### src/rtl/keypad_matrix_scanner_pkg.sv
// Shared widths, scan-result record and count encodings for the 5x4 keypad scanner.
package keypad_pkg;

    localparam int ROWS   = 5;
    localparam int COLS   = 4;
    localparam int CODE_W = 5;

    localparam logic [1:0] CNT_NONE  = 2'd0;
    localparam logic [1:0] CNT_ONE   = 2'd1;
    localparam logic [1:0] CNT_MULTI = 2'd2;

    typedef struct packed {
        logic [1:0]        cnt;
        logic [CODE_W-1:0] code;
    } scan_result_t;

    // Key count accumulation saturates at "two or more"
    function automatic logic [1:0] sat_add(input logic [1:0] a, input logic [2:0] b);
        logic [3:0] s;
        s = {2'b00, a} + {1'b0, b};
        return (s >= 4'd2) ? CNT_MULTI : s[1:0];
    endfunction

endpackage

### src/rtl/keypad_scan_debounce.sv
// Whole-scan debouncer: commits a scan result once it repeats DEBOUNCE_SCANS times in a row.
module keypad_scan_debounce
    import keypad_pkg::*;
#(
    parameter int DEBOUNCE_SCANS = 3
) (
    input  logic              clk,
    input  logic              RSTN,
    input  logic              scan_done_i,
    input  scan_result_t      result_i,
    output logic [CODE_W-1:0] key_code_o,
    output logic              key_pressed_o,
    output logic              key_pulse_o,
    output logic              multi_key_o
);

    localparam int STW = (DEBOUNCE_SCANS < 2) ? 1 : $clog2(DEBOUNCE_SCANS + 1);
    localparam logic [STW-1:0] STABLE_MAX = STW'(DEBOUNCE_SCANS);

    scan_result_t      prev_q, prev_d;
    logic [STW-1:0]    stable_q, stable_d;
    logic [CODE_W-1:0] code_q, code_d;
    logic              pressed_q, pressed_d;
    logic              pulse_q, pulse_d;
    logic              multi_q, multi_d;

    logic same;
    logic saturated;
    logic commit;

    always_comb begin
        prev_d    = prev_q;
        stable_d  = stable_q;
        code_d    = code_q;
        pressed_d = pressed_q;
        multi_d   = multi_q;
        pulse_d   = 1'b0;
        commit    = 1'b0;
        same      = (result_i == prev_q);
        saturated = (stable_q == STABLE_MAX);

        if (scan_done_i) begin
            prev_d = result_i;
            if (same) begin
                stable_d = saturated ? stable_q : stable_q + 1'b1;
            end else begin
                stable_d = STW'(1);
            end
            // A result that is already committed and unchanged must not recommit
            commit = (stable_d == STABLE_MAX) && !(same && saturated);
        end

        if (commit) begin
            case (result_i.cnt)
                CNT_NONE: begin
                    pressed_d = 1'b0;
                    multi_d   = 1'b0;
                end
                CNT_ONE: begin
                    code_d    = result_i.code;
                    pressed_d = 1'b1;
                    multi_d   = 1'b0;
                    pulse_d   = !pressed_q || (code_q != result_i.code);
                end
                default: begin
                    pressed_d = 1'b0;
                    multi_d   = 1'b1;
                end
            endcase
        end
    end

    always_ff @(posedge clk) begin
        if (!RSTN) begin
            prev_q    <= '0;
            stable_q  <= '0;
            code_q    <= '0;
            pressed_q <= 1'b0;
            pulse_q   <= 1'b0;
            multi_q   <= 1'b0;
        end else begin
            prev_q    <= prev_d;
            stable_q  <= stable_d;
            code_q    <= code_d;
            pressed_q <= pressed_d;
            pulse_q   <= pulse_d;
            multi_q   <= multi_d;
        end
    end

    assign key_code_o    = code_q;
    assign key_pressed_o = pressed_q;
    assign key_pulse_o   = pulse_q;
    assign multi_key_o   = multi_q;

endmodule

### src/rtl/keypad_matrix_scanner.sv
// 5x4 keypad matrix scanner: active-low row drive, column synchroniser, per-scan
// accumulation of key hits, and whole-scan debouncing of the decoded result.
module keypad_matrix_scanner
    import keypad_pkg::*;
#(
    parameter int SETTLE_CYCLES  = 8,
    parameter int DEBOUNCE_SCANS = 3
) (
    input  logic              clk,
    input  logic              RSTN,
    input  logic [COLS-1:0]   K_COL,
    output logic [ROWS-1:0]   K_ROW,
    output logic [CODE_W-1:0] key_code,
    output logic              key_pressed,
    output logic              key_pulse,
    output logic              multi_key
);

    localparam int SW = $clog2(SETTLE_CYCLES);
    localparam logic [SW-1:0] SETTLE_LAST = SW'(SETTLE_CYCLES - 1);
    localparam logic [2:0]    ROW_LAST    = 3'(ROWS - 1);

    logic [COLS-1:0]   col_meta_q, col_sync_q;
    logic [2:0]        row_q;
    logic [SW-1:0]     settle_q;
    logic [ROWS-1:0]   k_row_q;
    logic [1:0]        acc_cnt_q;
    logic [CODE_W-1:0] acc_code_q;
    scan_result_t      result_q;
    logic              scan_done_q;

    logic [COLS-1:0]   hits;
    logic [2:0]        hit_cnt;
    logic [1:0]        first_col;
    logic [1:0]        row_cnt;
    logic [CODE_W-1:0] row_code;
    logic              settle_last;
    logic              row_last;
    logic [2:0]        row_next;
    logic [ROWS-1:0]   k_row_next;

    assign hits        = ~col_sync_q;
    assign settle_last = (settle_q == SETTLE_LAST);
    assign row_last    = (row_q == ROW_LAST);
    assign row_next    = row_last ? 3'd0 : row_q + 3'd1;

    always_comb begin
        hit_cnt   = '0;
        first_col = '0;
        for (int c = COLS - 1; c >= 0; c--) begin
            if (hits[c]) begin
                first_col = 2'(c);
            end
        end
        for (int c = 0; c < COLS; c++) begin
            hit_cnt = hit_cnt + {2'b00, hits[c]};
        end
    end

    // Only the first hit of a scan (lowest row, then lowest column) names the code
    assign row_cnt  = sat_add(acc_cnt_q, hit_cnt);
    assign row_code = ((acc_cnt_q == CNT_NONE) && (hits != '0)) ? {row_q, first_col} : acc_code_q;

    generate
        for (genvar gi = 0; gi < ROWS; gi++) begin : g_row_drive
            assign k_row_next[gi] = (row_next != 3'(gi));
        end
    endgenerate

    always_ff @(posedge clk) begin
        if (!RSTN) begin
            col_meta_q  <= '1;
            col_sync_q  <= '1;
            row_q       <= '0;
            settle_q    <= '0;
            k_row_q     <= 5'b11110;
            acc_cnt_q   <= CNT_NONE;
            acc_code_q  <= '0;
            result_q    <= '0;
            scan_done_q <= 1'b0;
        end else begin
            col_meta_q  <= K_COL;
            col_sync_q  <= col_meta_q;
            scan_done_q <= 1'b0;

            if (settle_last) begin
                settle_q <= '0;
                row_q    <= row_next;
                k_row_q  <= k_row_next;
                if (row_last) begin
                    result_q.cnt  <= row_cnt;
                    result_q.code <= row_code;
                    scan_done_q   <= 1'b1;
                    acc_cnt_q     <= CNT_NONE;
                    acc_code_q    <= '0;
                end else begin
                    acc_cnt_q  <= row_cnt;
                    acc_code_q <= row_code;
                end
            end else begin
                settle_q <= settle_q + 1'b1;
            end
        end
    end

    assign K_ROW = k_row_q;

    keypad_scan_debounce #(
        .DEBOUNCE_SCANS(DEBOUNCE_SCANS)
    ) u_debounce (
        .clk          (clk),
        .RSTN         (RSTN),
        .scan_done_i  (scan_done_q),
        .result_i     (result_q),
        .key_code_o   (key_code),
        .key_pressed_o(key_pressed),
        .key_pulse_o  (key_pulse),
        .multi_key_o  (multi_key)
    );

endmodule

### config.mk
export PLATFORM = sky130hd
export DESIGN_NAME = keypad_matrix_scanner
export DESIGN_NICKNAME = d
export VERILOG_FILES = /design/src/rtl/keypad_matrix_scanner_pkg.sv /design/src/rtl/keypad_scan_debounce.sv /design/src/rtl/keypad_matrix_scanner.sv
export SDC_FILE = /design/constraint.sdc
export NUM_CORES = 1
export LEC_CHECK = 0
export CORE_UTILIZATION = 50
export DETAILED_ROUTE_END_ITERATION = 16
export GPL_TIMING_DRIVEN = 0
export PLACE_DENSITY = 0.7
export SLEW_MARGIN = 25
export SYNTH_ARGS = -nofsm -noshare
export SYNTH_HDL_FRONTEND = slang
export SYNTH_HIERARCHICAL = 1
export SYNTH_SLANG_ARGS = --single-unit
export TNS_END_PERCENT = 5
### constraint.sdc
create_clock -name clk -period 4.56 [get_ports clk]
set_clock_uncertainty 0.05 [all_clocks]
set_input_delay 0.456 -clock clk [delete_from_list [all_inputs] [get_ports clk]]
set_output_delay 0.456 -clock clk [all_outputs]
set_load 0.05 [all_outputs]
==> results of run 1 <==
layout by cell type (no fill, tap or decap), drive strengths merged, types with 5 or more instances in the layout:
| cell | synthesis | routed |
|---|---|---|
| nor2b | 11 | 11 |
| nor2 | 12 | 12 |
| o21ai | 15 | 15 |
| a21boi | 8 | 8 |
| ha | 6 | 6 |
| clkdlybuf4s50 | 0 | 18 |
| inv | 9 | 9 |
| a21oi | 6 | 6 |
| o31ai | 5 | 5 |
| a31oi | 5 | 5 |
| nand4 | 9 | 9 |
| mux2i | 8 | 8 |
| buf | 8 | 8 |
| nand2b | 9 | 9 |
| dfxtp | 51 | 51 |
| xnor2 | 9 | 9 |
| nand2 | 20 | 20 |
| clkbuf | 2 | 9 |
power groups by stage:
stage                     registers [mW]  logic (mW)  clock network (mW)
final                              0.454      0.0349               0.281
after global placement             0.464      0.0347                   0
after floorplan                    0.464      0.0223                   0
after global routing               0.454      0.0395               0.307
after detailed placement           0.464      0.0352                   0
after CTS                          0.454      0.0354               0.290
final cells by class:
class	count	area (um2)
Clock buffer	7	96.3
Tap cell	50	62.6
Multi-Input combinational cell	160	1100
Timing Repair Buffer	18	180
Clock inverter	1	7.51
Inverter	9	33.8
Fill cell	391	1570
Buffer	10	73.8
Sequential cell	51	1020
layer usage:
layer	up-vias	wire (um)	track usage
li1	853	-	-
met1	769	2020	0.279
met2	39	1790	0.300
met3	4	157	0.0395
met4	0	44	0.0612
met5	-	0	0
registers in the layout (all words and copies together), names as in the netlist, 4 cells and up:
register	cells
result_q	7
u_debounce/prev_q	7
K_ROW	5
acc_code_q	5
u_debounce/key_code_o	5
col_meta_q	4
col_sync_q	4
stage by stage:
step / util / hold WS (ns) / cells / instance area [um2] / total power, mW
after floorplan: - / 0.336 / 230 / 2230 / 0.486
after global placement: 0.596 / 0.338 / 298 / 2470 / 0.499
after detailed placement: 0.596 / 0.342 / 298 / 2470 / 0.499
after CTS: 0.621 / 0.364 / 306 / 2570 / 0.779
after global routing: 0.621 / 0.374 / 306 / 2570 / 0.801
final: 0.621 / 0.362 / 306 / 2570 / 0.769
path summary, 6_finish.rpt:
kind | cells after the start | slack (ns) | startpoint | endpoint
hold / removal | 1 | 0.36 | col_meta_q[1] | col_sync_q[1]
hold reg to reg | 1 | 0.36 | col_meta_q[1] | col_sync_q[1]
setup reg to reg | 7 | 2.15 | col_sync_q[0] | result_q[5]
setup / recovery | 7 | 2.15 | col_sync_q[0] | result_q[5]
critical path, delay by kind of cell, from the launching register on:
family | cells | cell delay (ns)
adders and majority gates | 3 | 1.35
and+or+nand+nor | 2 | 0.42
DFF | 1 | 0.36
AOI/OAI and AO/OA | 1 | 0.13
buffers and inverters | 1 | 0.05
cell families (layout without fill, tap and decap cells):
logic type / after synthesis / in the layout / share of synthesized area
muxes: 8 / 8 / 0.0360
xor gates and xnor gates: 13 / 13 / 0.0511
buffers and inverters: 19 / 45 / 0.0483
and+or+nand+nor: 79 / 79 / 0.191
AOI/OAI and AO/OA: 51 / 51 / 0.154
adders and majority gates: 9 / 9 / 0.0607
DFF: 51 / 51 / 0.458
==> flow_metrics.tcl, run 1 <==
set metrics [dict create \
    grtUsageTotal 0.197 \
    drtAntennaViolNets 0 \
    antenna_found_initial 0 \
    drc 0 \
    cp_slowest_cell "fa_1" \
    synth_commonest_cells "dfxtp_1 (51), nand2_1 (20), nor2_1 (12)" \
    synth_area_leaders "dfxtp_1 (46%), mux2i_1 (3.6%), xnor2_1 (3.5%)" \
    synth_top_area_frac 0.458 \
    async_flop_share 0 \
    synth_warnings 6 \
    die-area_um2 4730 \
    vdd_drop_max_mv 0.245 \
    rsz0062_at_grt "false" \
    setup_viol_count_final 0 \
    max_freq_mhz 414 \
    syn_inst 230 \
    htreeDepth 2 \
    status "finished clean" \
    arrival_ns 2.60 \
    crit_path_cell_trace "fa_1 -> inv_1 -> fa_1 -> fa_1 -> nor2_1 -> a31oi_1 -> nor2b_1" \
    fin_tns_setup_ns 0 \
    swShare 0.213 \
    synth_ff_type "dfxtp_1" \
    clk_latency_ns 0.29 \
    p_switching_uw 164 \
    hold_path_class "register to register" \
    drtIter0Drc 108 \
    first_global_vias 1434 \
    postCtsResizedCells 0 \
    grt_max_degree 17 \
    clkTransAtPathRegs_ns 0.09 \
    slew_headroom 0.404 \
    postCtsHoldBufs 0 \
    max_cap_viol_count 0 \
    port_buffers 18 \
    cts_buffer_depth 2 \
    cp-start-kind "register" \
    internal_power_uw 605 \
    post_cts_buffers 0 \
    start_util 0.537 \
    core_um2 4140 \
    p_leak_nw 1.01 \
    tightest_slew_ns 0.887 \
    hold_viol 0 \
    gp_congestion 0.819 \
    synth-edff-count 0 \
    slowest_delay_ns 0.54 \
    finalWorstPathRequiredPeriod_ns 2.41 \
    areaGrowthSynthToFinish_pct 15.6 \
    ioPinCount 19 \
    dp_hpwl_um 3000 \
    synth_fp_nets 245 \
    viasPerCell 5.44 \
    criticalPathCategory "register to register" \
    timing.final.crit_share 0.530 \
    place_ws_ns 2.16 \
    synth_top_area_cell "dfxtp_1" \
    crit_fanout 4 \
    rows 23 \
    comb_power_share 0.045 \
    layout-drive-gt1-share 0.0781 \
    grt_overflow 0 \
    critPathMostFrequentCell "fa_1" \
    drv_slew 0 \
    seq_area_frac_synth 0.458 \
    clkPwrFrac 0.365 \
    wl_per_cell_um 13.1 \
    yosysMostFrequentCell "dfxtp_1" \
    worstPathRequired_ns 4.74 \
    clockRootBuffer "clkbuf_8" \
    postLayoutSetupSlackWorst_ns 2.15 \
    synth_area_um2 2230 \
    firstDrtPassIters 4 \
    synth.distinct_cells 47 \
    totalWireLength_um 4010 \
    die_w_um 68.7 \
    clock_sinks 51 \
    powerDensity_nw_per_um2 299 \
    fp.dieH_um 68.7 \
    avgSynthCellArea_um2 9.68 \
    crit_path_end_kind "register" \
    cts_tree "built" \
    grt_pass1_wl_um 6820 \
    nets 270 \
    vias 1665 \
    seq_power_share 0.590 \
    ys_seq_elements 51 \
    n_antenna_cell 0 \
    numCtsBuffers 5 \
]
(Power assumes the default switching activity.)
==> inputs of run 2 (changes only) <==
==> constraint.sdc (replaced) <==
create_clock -name clk -period 2.3 [get_ports clk]
set_clock_uncertainty 0.05 [all_clocks]
set_input_delay 0.23 -clock clk [delete_from_list [all_inputs] [get_ports clk]]
set_output_delay 0.23 -clock clk [all_outputs]
set_load 0.05 [all_outputs]
==> run 2 against run 1 <==
Net effect: clock-buffer cell count did not move; first-iteration DRC count rose by 2.8%; non-clock buffer count did not move; largest cell class unchanged; combinational power rose by 100%; largest power group unchanged; via count fell by 1.1%; maximum frequency rose by 7.5%.
==> flow_metrics.tcl, run 2 (synthesis gave the netlist of run 1 again) <==
set metrics [dict create \
    status "finished clean" \
    htreeDepth 2 \
    r2r_slack_ns 0.05 \
    clockRootBuffer "clkbuf_8" \
    gp_congestion 0.819 \
    finalWorstPathRequiredPeriod_ns 2.25 \
    ioPinCount 19 \
    fp.dieH_um 68.7 \
    fillers 386 \
    cts_buffer_depth 2 \
    first_global_vias 1436 \
    fin_tns_setup_ns 0 \
    grtUsageTotal 0.197 \
    swShare 0.214 \
    firstDrtPassIters 4 \
    drtIter0Drc 111 \
    r2r-start "col_sync_q[0]" \
    setup_viol_count_final 0 \
    dp_hpwl_um 3000 \
    arrival_ns 2.39 \
    drtAntennaViolNets 0 \
    min_to "col_sync_q[1]" \
    r2r-end "result_q[6]" \
    internal_power_mw 1.20 \
    hold_start "col_meta_q[1]" \
    totalWireLength_um 4050 \
    crit_path_end_kind "register" \
    power_mw 1.53 \
    numCtsBuffers 5 \
    grt_max_degree 17 \
    vdd_drop_max_mv 0.487 \
    hold_viol 0 \
    cts_tree "built" \
    post_cts_buffers 0 \
    die-area_um2 4730 \
    seq_power_share 0.588 \
    n_antenna_cell 0 \
    die_w_um 68.7 \
    drc 0 \
    vias 1646 \
    clkPwrFrac 0.365 \
    powerDensity_nw_per_um2 591 \
    criticalPathCategory "register to register" \
    p_leak_nw 1.01 \
    rsz0062_at_grt "true" \
    areaGrowthSynthToFinish_pct 16.1 \
    clkTransAtPathRegs_ns 0.09 \
    max_freq_mhz 445 \
    holdPathStages 1 \
    max_cap_viol_count 0 \
    finish.utilization 0.624 \
    wl_per_cell_um 13.2 \
    crit_fanout 4 \
    final_common_cell "dfxtp_1" \
    top_regs "result_q x7, u_debounce/prev_q x7" \
    rows 23 \
    antenna_found_initial 0 \
    timing.final.crit_share 0.977 \
    slew_headroom 0.404 \
    drv_slew 0 \
    tightest_slew_ns 0.887 \
    hold_path_class "register to register" \
    viasPerCell 5.38 \
    layout_common_cells "dfxtp_1 (49), nand2_1 (20), clkdlybuf4s50_1 (18)" \
    core_um2 4140 \
    port_buffers 18 \
    placed_area_um2 2470 \
    rr_worst_depth 7 \
    p_switching_uw 328 \
    comb_power_share 0.047 \
    postLayoutSetupSlackWorst_ns 0.0533 \
    start_util 0.537 \
    place_ws_ns -0.101 \
    worstPathRequired_ns 2.45 \
    cp-start-kind "register" \
    nets 270 \
    clk_latency_ns 0.30 \
    fin_area_um2 2590 \
    grt_pass1_wl_um 6830 \
    grt_overflow 0 \
    clock_sinks 51 \
    layout-drive-gt1-share 0.0977 \
]
==> run 2: final cells by class <==
class,count,area (um2),area share
buffer,10,73.8,0.0285
clock buffer,7,96.3,0.0373
clock inverter,1,7.51,0.00290
inverter,9,33.8,0.0131
multi-input combinational,160,1110,0.429
sequential,51,1020,0.396
tap,50,62.6,0.0242
timing repair buffer,18,180,0.0697
==> run 2: through the flow <==
step	hold WS, ns	instances
after floorplan	0.253	230
after global placement	0.338	298
after detailed placement	0.342	298
after CTS	0.364	306
after global routing	0.374	306
final	0.362	306
==> run 2: repair_timing <==
action,4_1_cts,5_1_grt
setup endpoints to repair,4,4
resized for setup,4,2
pin swaps,2,3
hold buffers,0,0
==> run 2: worst max-delay path, stage by stage (launching register included) <==
cell	delay (ns)
dfxtp_2	0.35
fa_1	0.53
inv_1	0.05
fa_2	0.34
fa_1	0.48
nor2_4	0.17
nand2_1	0.07
o211a_1	0.12
==> run 2: how the worst max path moves through the flow <==
stage | from | depth (start not counted) | slack, ns | endpoint
final | col_sync_q[0] | 7 | 0.05 | result_q[6]
after global routing | acc_cnt_q[0] | 8 | -0.04 | result_q[5]
after CTS | acc_cnt_q[0] | 8 | 0.02 | result_q[5]
after detailed placement | col_sync_q[0] | 7 | -0.10 | result_q[5]
after global placement | col_sync_q[0] | 7 | -0.12 | result_q[6]
after floorplan | acc_cnt_q[0] | 8 | 0.09 | result_q[6]
==> run 2: per-layer routing <==
layer,track usage,up-vias,part of all wire
li1,-,854,-
met1,0.280,762,0.51
met2,0.300,26,0.45
met3,0.0395,4,0.033
met4,0.0612,0,0.012
met5,0,-,0
==> run 2: power groups by stage <==
stage,registers [mW],logic (mW),clock network (mW)
finish,0.900,0.0714,0.558
global route,0.901,0.0805,0.609
CTS,0.900,0.0720,0.575
detailed placement,0.920,0.0697,0
global placement,0.920,0.0688,0
floorplan,0.920,0.0442,0
==> inputs of run 3 (changes only) <==
--- a/config.mk
+++ b/config.mk
@@ -9,6 +9,7 @@
 export DETAILED_ROUTE_END_ITERATION = 16
 export GPL_TIMING_DRIVEN = 0
 export PLACE_DENSITY = 0.7
+export SKIP_CTS_REPAIR_TIMING = 1
 export SLEW_MARGIN = 25
 export SYNTH_ARGS = -nofsm -noshare
 export SYNTH_HDL_FRONTEND = slang
==> run 3 against run 2 <==
Net effect: cell area is the same; combinational power is essentially flat; global-route usage is essentially flat; flip-flop and latch count is the same; sequential power is essentially flat; register-to-register slack lost 0.04 ns; clock-buffer cell count is the same; critical path type unchanged; largest cell class unchanged.
==> flow_metrics.tcl, run 3 (synthesis gave the netlist of run 1 again) <==
set metrics [dict create \
    drc 0 \
    areaGrowthSynthToFinish_pct 16.1 \
    cp-start-kind "register" \
    grt_pass1_wl_um 6820 \
    firstDrtPassIters 4 \
    worstPathRequired_ns 2.45 \
    p_leak_nw 1.01 \
    core_um2 4140 \
    drtAntennaViolNets 0 \
    clock_sinks 51 \
    rows 23 \
    vdd_drop_max_mv 0.486 \
    n_antenna_cell 0 \
    drtIter0Drc 113 \
    grt_max_degree 17 \
    fin_area_um2 2590 \
    crit_start "col_sync_q[0]" \
    status "finished clean" \
    postLayoutSetupSlackWorst_ns 0.0141 \
    internal_power_mw 1.20 \
    dp_hpwl_um 3000 \
    totalWireLength_um 4070 \
    htreeDepth 2 \
    port_buffers 18 \
    clockRootBuffer "clkbuf_8" \
    fp.dieH_um 68.7 \
    die-area_um2 4730 \
    comb_power_share 0.047 \
    regArea_um2 1020 \
    max_cap_viol_count 0 \
    arrival_ns 2.43 \
    grtUsageTotal 0.197 \
    layout_common_cells "dfxtp_1 (49), nand2_1 (20), clkdlybuf4s50_1 (18)" \
    setup_viol_count_final 0 \
    ioPinCount 19 \
    powerDensity_nw_per_um2 591 \
    grt_overflow 0 \
    clkTransAtPathRegs_ns 0.09 \
    layout-drive-gt1-share 0.102 \
    timing.final.crit_share 0.994 \
    crit_path_end_kind "register" \
    slew_headroom 0.411 \
    nets 270 \
    rsz0062_at_grt "true" \
    clk_latency_ns 0.30 \
    p_switching_uw 328 \
    hold_ws_ns 0.362 \
    cts_buffer_depth 2 \
    die_w_um 68.7 \
    swShare 0.215 \
    routed-wl-met2_um 1800 \
    vias 1643 \
    max_freq_mhz 437 \
    viasPerCell 5.37 \
    wl_per_cell_um 13.3 \
    criticalPathCategory "register to register" \
    crit_fanout 4 \
    multi_input_area_um2 1110 \
    r2r-start "col_sync_q[0]" \
    numCtsBuffers 5 \
    top_layer "met4" \
    hold_start "col_meta_q[1]" \
    finalWorstPathRequiredPeriod_ns 2.29 \
    met3RoutedLength_um 147 \
    place_ws_ns -0.101 \
    seq_power_share 0.588 \
    gp_congestion 0.819 \
    first_global_vias 1434 \
    tightest_slew_ns 0.875 \
    drv_slew 0 \
    power_mw 1.53 \
    cts_tree "built" \
    hold_path_class "register to register" \
    clkPwrFrac 0.365 \
    fillers 386 \
    antenna_found_initial 0 \
    start_util 0.537 \
    placed_area_um2 2470 \
    hold_viol 0 \
    top_regs "result_q x7, u_debounce/prev_q x7" \
    final_common_cell "dfxtp_1" \
    wl_met1_um 2080 \
]
## run 3: worst max-delay path: stages (launching register included)
cell	delay, ns
dfxtp_2	0.35
fa_1	0.55
inv_2	0.04
fa_2	0.36
fa_1	0.50
nor2_4	0.14
nand2_1	0.07
o211a_1	0.12
## run 3: metal layers
layer | vias up | global-route usage
met5 | - | 0
met4 | 0 | 0.0612
met3 | 4 | 0.0395
met2 | 31 | 0.300
met1 | 753 | 0.279
li1 | 855 | -
## run 3: final timing paths
kind	to	slack [ns]	depth (start not counted)
max	result_q[6]	0.01	7
min	col_sync_q[1]	0.36	1
max reg2reg	result_q[6]	0.01	7
min reg2reg	col_sync_q[1]	0.36	1
## run 3: area by class of cell
class | count | area share
multi-input cells | 160 | 0.429
flip-flops and latches | 51 | 0.396
repair buffers | 18 | 0.0697
clock buffers | 7 | 0.0373
plain buffers | 10 | 0.0285
well taps | 50 | 0.0242
inverters | 9 | 0.0131
clock inverters | 1 | 0.00290
## run 3: stage by stage
stage                     std cells  TNS (ns)  utilization
after floorplan                 230         0            -
after global placement          298    -0.299        0.596
after detailed placement        298    -0.289        0.596
after CTS                       306    -0.368        0.621
after global routing            306    -0.245        0.624
final                           306         0        0.624
## run 3: power by group through the flow
| stage | clock network [mW] | logic (mW) | registers (mW) |
|---|---|---|---|
| floorplan | 0 | 0.0442 | 0.920 |
| global placement | 0 | 0.0688 | 0.920 |
| finish | 0.558 | 0.0717 | 0.900 |
| CTS | 0.575 | 0.0702 | 0.900 |
| detailed placement | 0 | 0.0697 | 0.920 |
| global route | 0.609 | 0.0811 | 0.901 |
